$ cat config.mk
export PLATFORM = sky130hd
export DESIGN_NAME = fmac_frame_gen
export DESIGN_NICKNAME = d
export VERILOG_FILES = /design/src/rtl/fmac_pkg.sv /design/src/rtl/fmac_pld_gen.sv /design/src/rtl/fmac_frame_gen.sv
export SDC_FILE = /design/constraint.sdc
export NUM_CORES = 1
export LEC_CHECK = 0
export BUFFER_PORTS_ARGS = -buffer_cell sky130_fd_sc_hd__buf_2
export CORE_MARGIN = 1
export CORE_UTILIZATION = 45
export DETAILED_ROUTE_END_ITERATION = 7
export PLACE_DENSITY = 0.7
export SLEW_MARGIN = 20
export SYNTH_ARGS = -nofsm -noshare
export SYNTH_HDL_FRONTEND = slang
export SYNTH_SLANG_ARGS = --single-unit
$ cat constraint.sdc
create_clock -name clk -period 4.7 [get_ports clk]
set_input_delay 0.705 -clock clk [delete_from_list [all_inputs] [get_ports clk]]
set_output_delay 0.705 -clock clk [all_outputs]
set_load 0.05 [all_outputs]
$ cat src/rtl/fmac_pkg.sv
// Shared types and constants for the fake-MAC frame generator.
package fmac_pkg;

  localparam int unsigned DEF_LEN_W  = 16;
  localparam int unsigned DEF_TYPE_W = 4;
  localparam int unsigned DEF_CNT_W  = 32;
  localparam int unsigned DEF_DATA_W = 8;
  localparam int unsigned LFSR_W     = 8;

  // x^8 + x^6 + x^5 + x^4 + 1, shifting towards the MSB
  localparam logic [LFSR_W-1:0] LFSR_TAPS = 8'b1011_1000;
  localparam logic [LFSR_W-1:0] LFSR_SEED = 8'hA5;

  typedef enum logic [2:0] {
    ST_IDLE,
    ST_WAIT,
    ST_ANN,
    ST_SIG,
    ST_PLD,
    ST_GAP,
    ST_DONE
  } fmac_state_e;

  function automatic logic [LFSR_W-1:0] lfsr_step(input logic [LFSR_W-1:0] s);
    return {s[LFSR_W-2:0], ^(s & LFSR_TAPS)};
  endfunction

endpackage

$ cat src/rtl/fmac_pld_gen.sv
// Payload beat generator: pattern source, beat counter and valid/ready holding.
module fmac_pld_gen
  import fmac_pkg::*;
#(
  parameter int unsigned LEN_W   = DEF_LEN_W,
  parameter int unsigned DATA_W  = DEF_DATA_W,
  parameter int unsigned PATTERN = 0
) (
  input  logic              clk,
  input  logic              rst,
  input  logic              pld_load,
  input  logic              pld_start,
  input  logic [DATA_W-1:0] base,
  input  logic [LEN_W-1:0]  len,
  input  logic              pld_rdy,
  output logic [DATA_W-1:0] pld_data,
  output logic              pld_vld,
  output logic              pld_last,
  output logic              last_xfer_c
);

  logic [LEN_W-1:0]  beat_q, beat_d;
  logic [DATA_W-1:0] pat_q, pat_d, pat_nxt, seed;
  logic [DATA_W-1:0] data_q, data_d;
  logic              vld_q, vld_d;
  logic              last_q, last_d;
  logic              xfer;

  // Next pattern value; pat_q always holds the byte for the next beat to present
  always_comb begin
    if (PATTERN != 0) begin
      pat_nxt = DATA_W'(lfsr_step(pat_q[LFSR_W-1:0]));
      seed    = DATA_W'(LFSR_SEED);
    end else begin
      pat_nxt = pat_q + DATA_W'(1);
      seed    = base;
    end
  end

  always_comb begin
    beat_d      = beat_q;
    pat_d       = pat_q;
    data_d      = data_q;
    vld_d       = vld_q;
    last_d      = last_q;
    xfer        = vld_q & pld_rdy;
    last_xfer_c = xfer & last_q;

    if (pld_load) begin
      pat_d  = seed;
      beat_d = '0;
      vld_d  = 1'b0;
      last_d = 1'b0;
    end else if (pld_start) begin
      vld_d  = 1'b1;
      data_d = pat_q;
      pat_d  = pat_nxt;
      last_d = (len == LEN_W'(1));
      beat_d = LEN_W'(1);
    end else if (xfer) begin
      if (last_q) begin
        vld_d  = 1'b0;
        last_d = 1'b0;
        data_d = '0;
      end else begin
        data_d = pat_q;
        pat_d  = pat_nxt;
        last_d = (beat_q == len - LEN_W'(1));
        beat_d = beat_q + LEN_W'(1);
      end
    end
  end

  always_ff @(posedge clk or posedge rst) begin
    if (rst) begin
      beat_q <= '0;
      pat_q  <= '0;
      data_q <= '0;
      vld_q  <= 1'b0;
      last_q <= 1'b0;
    end else begin
      beat_q <= beat_d;
      pat_q  <= pat_d;
      data_q <= data_d;
      vld_q  <= vld_d;
      last_q <= last_d;
    end
  end

  assign pld_data = data_q;
  assign pld_vld  = vld_q;
  assign pld_last = last_q;

endmodule

$ cat src/rtl/fmac_frame_gen.sv
// Fake-MAC traffic source: frame sequencing FSM and timers around the payload generator.
module fmac_frame_gen
  import fmac_pkg::*;
#(
  parameter int unsigned LEN_W       = DEF_LEN_W,
  parameter int unsigned TYPE_W      = DEF_TYPE_W,
  parameter int unsigned CNT_W       = DEF_CNT_W,
  parameter int unsigned DATA_W      = DEF_DATA_W,
  parameter int unsigned START_DELAY = 1200,
  parameter int unsigned GAP         = 1200,
  parameter int unsigned NUM_FRAMES  = 1,
  parameter int unsigned PATTERN     = 0
) (
  input  logic              clk,
  input  logic              rst,
  input  logic              en,
  input  logic [LEN_W-1:0]  cfg_len,
  input  logic [TYPE_W-1:0] cfg_type,
  input  logic              tx_busy,
  output logic              new_frame,
  output logic              frame_vld,
  output logic [LEN_W-1:0]  frame_len,
  output logic [TYPE_W-1:0] frame_type,
  output logic [DATA_W-1:0] pld_data,
  output logic              pld_vld,
  input  logic              pld_rdy,
  output logic              pld_last,
  output logic [CNT_W-1:0]  frame_cnt,
  output logic              done
);

  // Timer terminal values; a zero delay or gap expires on the first cycle
  localparam logic [CNT_W-1:0] DELAY_LAST = (START_DELAY == 0) ? '0 : CNT_W'(START_DELAY - 1);
  localparam logic [CNT_W-1:0] GAP_LAST   = (GAP == 0) ? '0 : CNT_W'(GAP - 1);
  localparam logic [CNT_W-1:0] RUN_TARGET = CNT_W'(NUM_FRAMES);

  fmac_state_e       state_q, state_d;
  logic [CNT_W-1:0]  tmr_q, tmr_d;
  logic [CNT_W-1:0]  frame_cnt_q, frame_cnt_d;
  logic [CNT_W-1:0]  run_cnt_q, run_cnt_d;
  logic [LEN_W-1:0]  frame_len_q, frame_len_d;
  logic [TYPE_W-1:0] frame_type_q, frame_type_d;
  logic              new_frame_q, new_frame_d;
  logic              frame_vld_q, frame_vld_d;
  logic              done_q, done_d;

  logic              tmr_exp_c;
  logic              launch_c;
  logic              close_c;
  logic              pld_load_c;
  logic              pld_start_c;
  logic              last_xfer_c;

  always_comb begin
    state_d      = state_q;
    tmr_d        = tmr_q;
    frame_cnt_d  = frame_cnt_q;
    run_cnt_d    = run_cnt_q;
    frame_len_d  = frame_len_q;
    frame_type_d = frame_type_q;
    new_frame_d  = 1'b0;
    frame_vld_d  = 1'b0;
    done_d       = done_q;
    launch_c     = 1'b0;
    close_c      = 1'b0;
    pld_load_c   = 1'b0;
    pld_start_c  = 1'b0;
    tmr_exp_c    = 1'b0;

    unique case (state_q)
      ST_IDLE: begin
        tmr_d     = '0;
        run_cnt_d = '0;
        done_d    = 1'b0;
        if (en) state_d = ST_WAIT;
      end
      ST_WAIT: begin
        tmr_exp_c = (tmr_q >= DELAY_LAST);
        if (!en) begin
          state_d = ST_IDLE;
        end else if (tmr_exp_c) begin
          launch_c = !tx_busy;
        end else begin
          tmr_d = tmr_q + CNT_W'(1);
        end
      end
      ST_ANN: begin
        state_d     = ST_SIG;
        frame_vld_d = 1'b1;
        pld_load_c  = 1'b1;
      end
      ST_SIG: begin
        if (frame_len_q == '0) begin
          close_c = 1'b1;
        end else begin
          state_d     = ST_PLD;
          pld_start_c = 1'b1;
        end
      end
      ST_PLD: begin
        close_c = last_xfer_c;
      end
      ST_GAP: begin
        tmr_exp_c = (tmr_q >= GAP_LAST);
        if (!tmr_exp_c) begin
          tmr_d = tmr_q + CNT_W'(1);
        end else if (NUM_FRAMES != 0 && run_cnt_q == RUN_TARGET) begin
          state_d = ST_DONE;
          done_d  = 1'b1;
        end else if (!en) begin
          state_d = ST_IDLE;
        end else begin
          launch_c = !tx_busy;
        end
      end
      ST_DONE: begin
        if (!en) begin
          state_d = ST_IDLE;
          done_d  = 1'b0;
        end
      end
      default: state_d = ST_IDLE;
    endcase

    // Frame announce: latch descriptor alongside the new_frame pulse
    if (launch_c) begin
      state_d      = ST_ANN;
      new_frame_d  = 1'b1;
      frame_len_d  = cfg_len;
      frame_type_d = cfg_type;
    end

    // Frame close: count it and start the inter-frame gap
    if (close_c) begin
      state_d     = ST_GAP;
      tmr_d       = '0;
      frame_cnt_d = frame_cnt_q + CNT_W'(1);
      run_cnt_d   = run_cnt_q + CNT_W'(1);
    end
  end

  always_ff @(posedge clk or posedge rst) begin
    if (rst) begin
      state_q      <= ST_IDLE;
      tmr_q        <= '0;
      frame_cnt_q  <= '0;
      run_cnt_q    <= '0;
      frame_len_q  <= '0;
      frame_type_q <= '0;
      new_frame_q  <= 1'b0;
      frame_vld_q  <= 1'b0;
      done_q       <= 1'b0;
    end else begin
      state_q      <= state_d;
      tmr_q        <= tmr_d;
      frame_cnt_q  <= frame_cnt_d;
      run_cnt_q    <= run_cnt_d;
      frame_len_q  <= frame_len_d;
      frame_type_q <= frame_type_d;
      new_frame_q  <= new_frame_d;
      frame_vld_q  <= frame_vld_d;
      done_q       <= done_d;
    end
  end

  fmac_pld_gen #(
    .LEN_W  (LEN_W),
    .DATA_W (DATA_W),
    .PATTERN(PATTERN)
  ) u_pld_gen (
    .clk        (clk),
    .rst        (rst),
    .pld_load   (pld_load_c),
    .pld_start  (pld_start_c),
    .base       (DATA_W'(frame_cnt_q)),
    .len        (frame_len_q),
    .pld_rdy    (pld_rdy),
    .pld_data   (pld_data),
    .pld_vld    (pld_vld),
    .pld_last   (pld_last),
    .last_xfer_c(last_xfer_c)
  );

  assign new_frame  = new_frame_q;
  assign frame_vld  = frame_vld_q;
  assign frame_len  = frame_len_q;
  assign frame_type = frame_type_q;
  assign frame_cnt  = frame_cnt_q;
  assign done       = done_q;

endmodule
Word-level counts from Yosys, hierarchy flattened
Index checks and enable logic that the tools add are counted.
{"block": "totals", "in_bits": 25, "rom_bits": 0, "latch_bits": 0, "mem_bits_rw": 0, "wordCells": 107, "memories": 0, "regBits": 156}
{"block": "classes", "n_bitwise": 3, "add_sub_neg": 6, "reduce_logical": 16, "n_mux": 49, "eq_ne": 18, "n_mul": 0, "magnitude_cmp": 1, "shifts": 0, "div_mod_pow": 0}
{"cell": "$mux W32", "count": 5}
{"cell": "$add A32 B1 Y32 const B", "count": 3}
{"cell": "$pmux W32 S3", "count": 1}
{"cell": "$mux W16", "count": 4}
{"cell": "$mux W8", "count": 7}
{"cell": "$eq A32 B1 Y1 const B", "count": 1}
{"cell": "$ge A32 B11 Y1 const B", "count": 1}
{"cell": "$mux W1", "count": 21}
{"cell": "$mux W3", "count": 7}
{"cell": "$pmux W3 S6", "count": 1}
{"cell": "$add A16 B1 Y16 const B", "count": 1}
{"cell": "$eq A16 B1 Y1 const B", "count": 1}
{"cell": "$eq A16 B16 Y1", "count": 1}
{"cell": "$logic_not A16 Y1", "count": 1}
{"cell": "$sub A16 B1 Y16 const B", "count": 1}
{"cell": "$ne A4 B4 Y1 const B", "count": 3}
{"cell": "$eq A3 B3 Y1 const B", "count": 3}
{"cell": "$ne A3 B3 Y1 const B", "count": 3}
{"cell": "$reduce_bool A3 Y1", "count": 3}
{"cell": "$add A8 B1 Y8 const B", "count": 1}
{"cell": "$reduce_and A2 Y1", "count": 4}
{"cell": "$reduce_and A4 Y1", "count": 2}
{"cell": "$eq A3 B2 Y1 const B", "count": 2}
{"cell": "$ne A2 B2 Y1 const B", "count": 3}
{"cell": "other kinds (10)", "count": 13}

Depth between registers and ports, before layout
{"block": "logic_depth", "word_depth": 7, "depth_mapped": 10}

Cells and area by module
From an unflattened synthesis, not the netlist that was laid out.
{"block": "unflattened", "cells_unflattened": 814, "hier_area_um2": 8202.9}
{"mod": "fmac_frame_gen", "instances": 1, "area_per_inst_um2": 5859.4, "cells_each": 537, "seq_area_each_um2": 3052.9}
{"mod": "fmac_pld_gen", "instances": 1, "area_per_inst_um2": 2343.5, "cells_each": 277, "seq_area_each_um2": 850.8}

Worst setup path after synthesis
No wires, ideal clock.
{"block": "synth_timing", "kind": "register -> register", "startpoint": "reg frame_len_q[0], in the netlist frame_len[0]", "endpoint": "reg run_cnt_q[30]", "n_path_buf": 2, "path_slack_ps": 2163, "path_stages_with_launch": 11, "period_less_slack_ps": 2537, "t_arrival_ps": 2457, "required_time_ps": 4621, "cell_sequence": "dfrtp_1 > buf_2 > inv_1 > ha_1 > nor4b_2 > nand4_2 > o21ai_4 > or3b_1 > buf_2 > nor3_2 > mux2i_1"}
{"block": "synth_between", "elab_chain_cells": 4}
{"element": "from (decl)", "line_no": "fmac_frame_gen.sv:41", "rtl": "logic [LEN_W-1:0] frame_len_q, frame_len_d;"}
{"element": "from (signal assigned)", "line_no": "fmac_frame_gen.sv:158", "rtl": "frame_len_q <= frame_len_d;"}
{"element": "$logic_not A16 Y1 *", "line_no": "fmac_frame_gen.sv:93", "rtl": "if (frame_len_q == '0) begin"}
{"element": "$mux W1 *", "line_no": "fmac_frame_gen.sv:93"}
{"element": "$pmux W1 S2 *", "line_no": "fmac_frame_gen.sv:70", "rtl": "unique case (state_q)"}
{"element": "$mux W32 / $reduce_bool A2 Y1 (equally long branches)"}
{"element": "to (signal assigned)", "line_no": "fmac_frame_gen.sv:157", "rtl": "run_cnt_q <= run_cnt_d;"}
{"element": "to (decl)", "line_no": "fmac_frame_gen.sv:40", "rtl": "logic [CNT_W-1:0] run_cnt_q, run_cnt_d;"}
Mark *: on every way between the ends. The rest lies on a longest branch, timed or not.
A chain may end at the register's enable or synchronous reset.

Worst setup path in the final report
{"block": "layout_timing", "startpoint": "reg frame_len_q[2], in the netlist frame_len[2]", "endpoint": "reg tmr_q[14]"}
{"block": "layout_between", "elab_chain_cells": 5}
{"element": "$logic_not A16 Y1 *", "line_no": "fmac_frame_gen.sv:93"}
{"element": "$mux W1 *", "line_no": "fmac_frame_gen.sv:93"}
{"element": "$pmux W1 S2 *", "line_no": "fmac_frame_gen.sv:70"}
{"element": "$ne A3 B3 Y1 (no source line) / $reduce_bool A4 Y1 (equally long branches)"}
{"element": "$reduce_and A2 Y1 (no source line)"}
{"element": "to (signal assigned)", "line_no": "fmac_frame_gen.sv:155", "rtl": "tmr_q <= tmr_d;"}
{"element": "to (decl)", "line_no": "fmac_frame_gen.sv:38", "rtl": "logic [CNT_W-1:0] tmr_q, tmr_d;"}
Marks and branches as above.

==> impl_metrics.env <==
export IMPL_status="finished clean"
export IMPL_drt_iter0_markers=493
export IMPL_power_density_mw_per_mm2=417
export IMPL_htree_levels=4
export IMPL_totalPowerFinal_uw=3870
export IMPL_ant_nets=0
export IMPL_synth_edff_count=0
export IMPL_drive_above_1_share_pct=18.4
export IMPL_hold_path_class="in -> async"
export IMPL_synth_async_reset_ratio_pct=100
export IMPL_grt_max_degree=137
export IMPL_gp_congestion=0.859
export IMPL_ctsHoldBuffers=0
export IMPL_yosysWarnings=0
export IMPL_wl_per_cell_um=15.5
export IMPL_cts_buffers=17
export IMPL_post_cts_buffers=0
export IMPL_max_freq_ghz=0.301
export IMPL_drc_errors=0
export IMPL_dieArea_mm2=0.0183
export IMPL_r2r_start="frame_len[2]"
export IMPL_clk_pin_slew_ns=0.06
export IMPL_clk_latency_ns=0.42
export IMPL_cts_resized=0
export IMPL_ys_flop_type="dfrtp_1"
export IMPL_ys_types=67
export IMPL_crit_path_end_kind="register"
export IMPL_crit_type="reg -> reg"
export IMPL_synth_area_leader_cell="dfrtp_1"
export IMPL_root_buffer="clkbuf_16"
export IMPL_grt_setup_unrepaired="false"
export IMPL_cts_num_sinks=156
export IMPL_die_x_um=135
export IMPL_layout_nets=907
export IMPL_cpLargestDelayFamily="simple AND/OR/NAND/NOR gates"
export IMPL_peakVddDrop_v=0.000302
export IMPL_cts_path_max_buffers=2
export IMPL_grt_pass1_vias=6032
export IMPL_final_max_slew_viol_count=0
export IMPL_hold_ws_ns=0.301
export IMPL_io_pins=90
export IMPL_synth_top_area_share_pct=48.8
export IMPL_start_kind="register"
export IMPL_antenna_found_initial=1
export IMPL_drv_cap=0
export IMPL_die_h_um=135
export IMPL_crit_start="frame_len[2]"
export IMPL_fin_crit_sh_pct=70.8
export IMPL_io_buffers=89
export IMPL_worstPathRequired_ns=5.04
export IMPL_rows=48
export IMPL_cts_tree="built"
export IMPL_synth_area_mm2=0.00800
export IMPL_via_count=6202
export IMPL_dr_pass1_iters=5
export IMPL_grt_pass1_wl_um=29200
export IMPL_cp_num_buf_inv=0
export IMPL_crit_fanout=18
export IMPL_start_util_pct=46.2
export IMPL_arrival_ns=3.66
export IMPL_seq_area_frac_synth_pct=48.8
export IMPL_track_usage_pct=19.8
export IMPL_syn_inst=794
export IMPL_final_util_pct=53.6
export IMPL_finalHoldViolCount=0
export IMPL_grt_remaining_overflow=0
export IMPL_p_leak_uw=0.00422
export IMPL_worst_path_max_delay_cell="o211ai_2"
export IMPL_routed_wl_um=17200
export IMPL_tns_ns=0
export IMPL_yosys_register_bits=156
export IMPL_synth_area_leaders="dfrtp_1, xnor2_1, xor2_1, nand2_1, nand3_1"
export IMPL_worstMarginPinSlew_ns=0.816
export IMPL_synthesis_nets=828
export IMPL_path_cells="nor3_2, nand4_2, o211ai_2, nor2_2, or4_1, a21oi_1"
export IMPL_fin_crit_ns=3.33
export IMPL_via_per_inst=5.58
export IMPL_syn_area_per_cell_um2=10.1
export IMPL_core_mm2=0.0173
export IMPL_place_hpwl_um=11400
export IMPL_cpPeakStageDelay_ns=0.73
export IMPL_final_setup_viol_count=0
export IMPL_max_slew_margin_pct=45.3
export IMPL_area_growth_pct=15.9
export IMPL_finClkSkew_ns=0.00671
## state kept, by name (all words and copies together), names as in the netlist
name                flops
frame_cnt              32
run_cnt_q              32
tmr_q                  32
frame_len              16
u_pld_gen.beat_q       16
u_pld_gen.pat_q         8
u_pld_gen.pld_data      8
frame_type              4
state_q                 3
done                    1
frame_vld               1
new_frame               1
u_pld_gen.pld_last      1
u_pld_gen.pld_vld       1
## routing by layer
layer,up-vias,wire length (um),global-route usage [%]
li1,3023,-,-
met1,3022,8260,27.1
met2,124,8010,31.3
met3,33,568,3.74
met4,0,349,7.49
met5,-,0,0
## final cells by class
class                      count  area, um^2
fill                        1518        8030
clock buffer                  18         439
sequential                   156        3900
clock inverter                14         216
timing repair buffer          94         495
antenna                        1        2.50
multi-input combinational    580        3830
tap                          225         282
inverter                      24        93.8
## cells by family (layout without fill, tap and decap cells)
family	after synthesis	in the layout	share of synthesized area, %
buffers and inverters	58	150	3.25
muxes	31	31	4.76
and+or+nand+nor	341	341	23.1
DFF	156	156	48.8
AOI/OAI and AO/OA	126	126	10.7
xor gates and xnor gates	73	73	7.99
adders and majority gates	9	9	1.41
other	0	1	0
## cell usage in the layout (no fill, tap or decap), types with 9 or more instances in the layout
master	count
a21oi_1	17
and2_1	19
and3_1	18
buf_2	89
clkbuf_16	17
dfrtp_1	156
ha_1	9
inv_1	23
mux2_4	12
mux2i_1	11
nand2_1	77
nand3_1	46
nand4_1	34
nor2_1	54
nor2b_1	9
nor3_1	19
nor4_1	18
o211ai_1	19
o21ai_0	41
o31ai_1	16
or3_1	9
xnor2_1	39
xor2_1	34
## report_power, final
group	internal [uW]	switching, uW
Clock	957	564
Combinational	236	391
Sequential	1510	214
Total	2700	1170
## path summary, 6_finish.rpt
check | to | depth (start not counted) | slack, ns
setup / recovery | tmr_q[14] | 6 | 1.37
hold / removal | frame_type[0] | 2 | 0.30
setup reg to reg | tmr_q[14] | 6 | 1.37
hold reg to reg | frame_cnt[31] | 1 | 0.47
max in group asynchronous | run_cnt_q[9] | 3 | 3.33
min in group clk | frame_cnt[31] | 1 | 0.47
## Yosys cell counts (all sizes together), types with 7 or more instances
cell type	instances
o211ai	20
a21oi	17
clkbuf	21
and2	19
xnor2	39
and4	7
inv	24
o31ai	16
mux2i	11
nor2	55
nor3	22
xor2	34
nor4	22
nor2b	9
nand3	46
nand4	35
and3	18
or3	10
buf	13
dfrtp	156
mux2	20
nand2	78
o21ai	42
ha	9
## per-stage QoR
stage | instances | setup WS [ns] | cell area, um^2
3_3_place_gp | 1079 | 1.57 | 8610
5_1_grt | 1111 | 1.14 | 9260
4_1_cts | 1111 | 1.40 | 9260
3_5_place_dp | 1079 | 1.46 | 8610
2_1_floorplan | 794 | 2.02 | 8000
6_report | 1112 | 1.37 | 9270
Note: power is estimated with default switching activity, not from simulation.
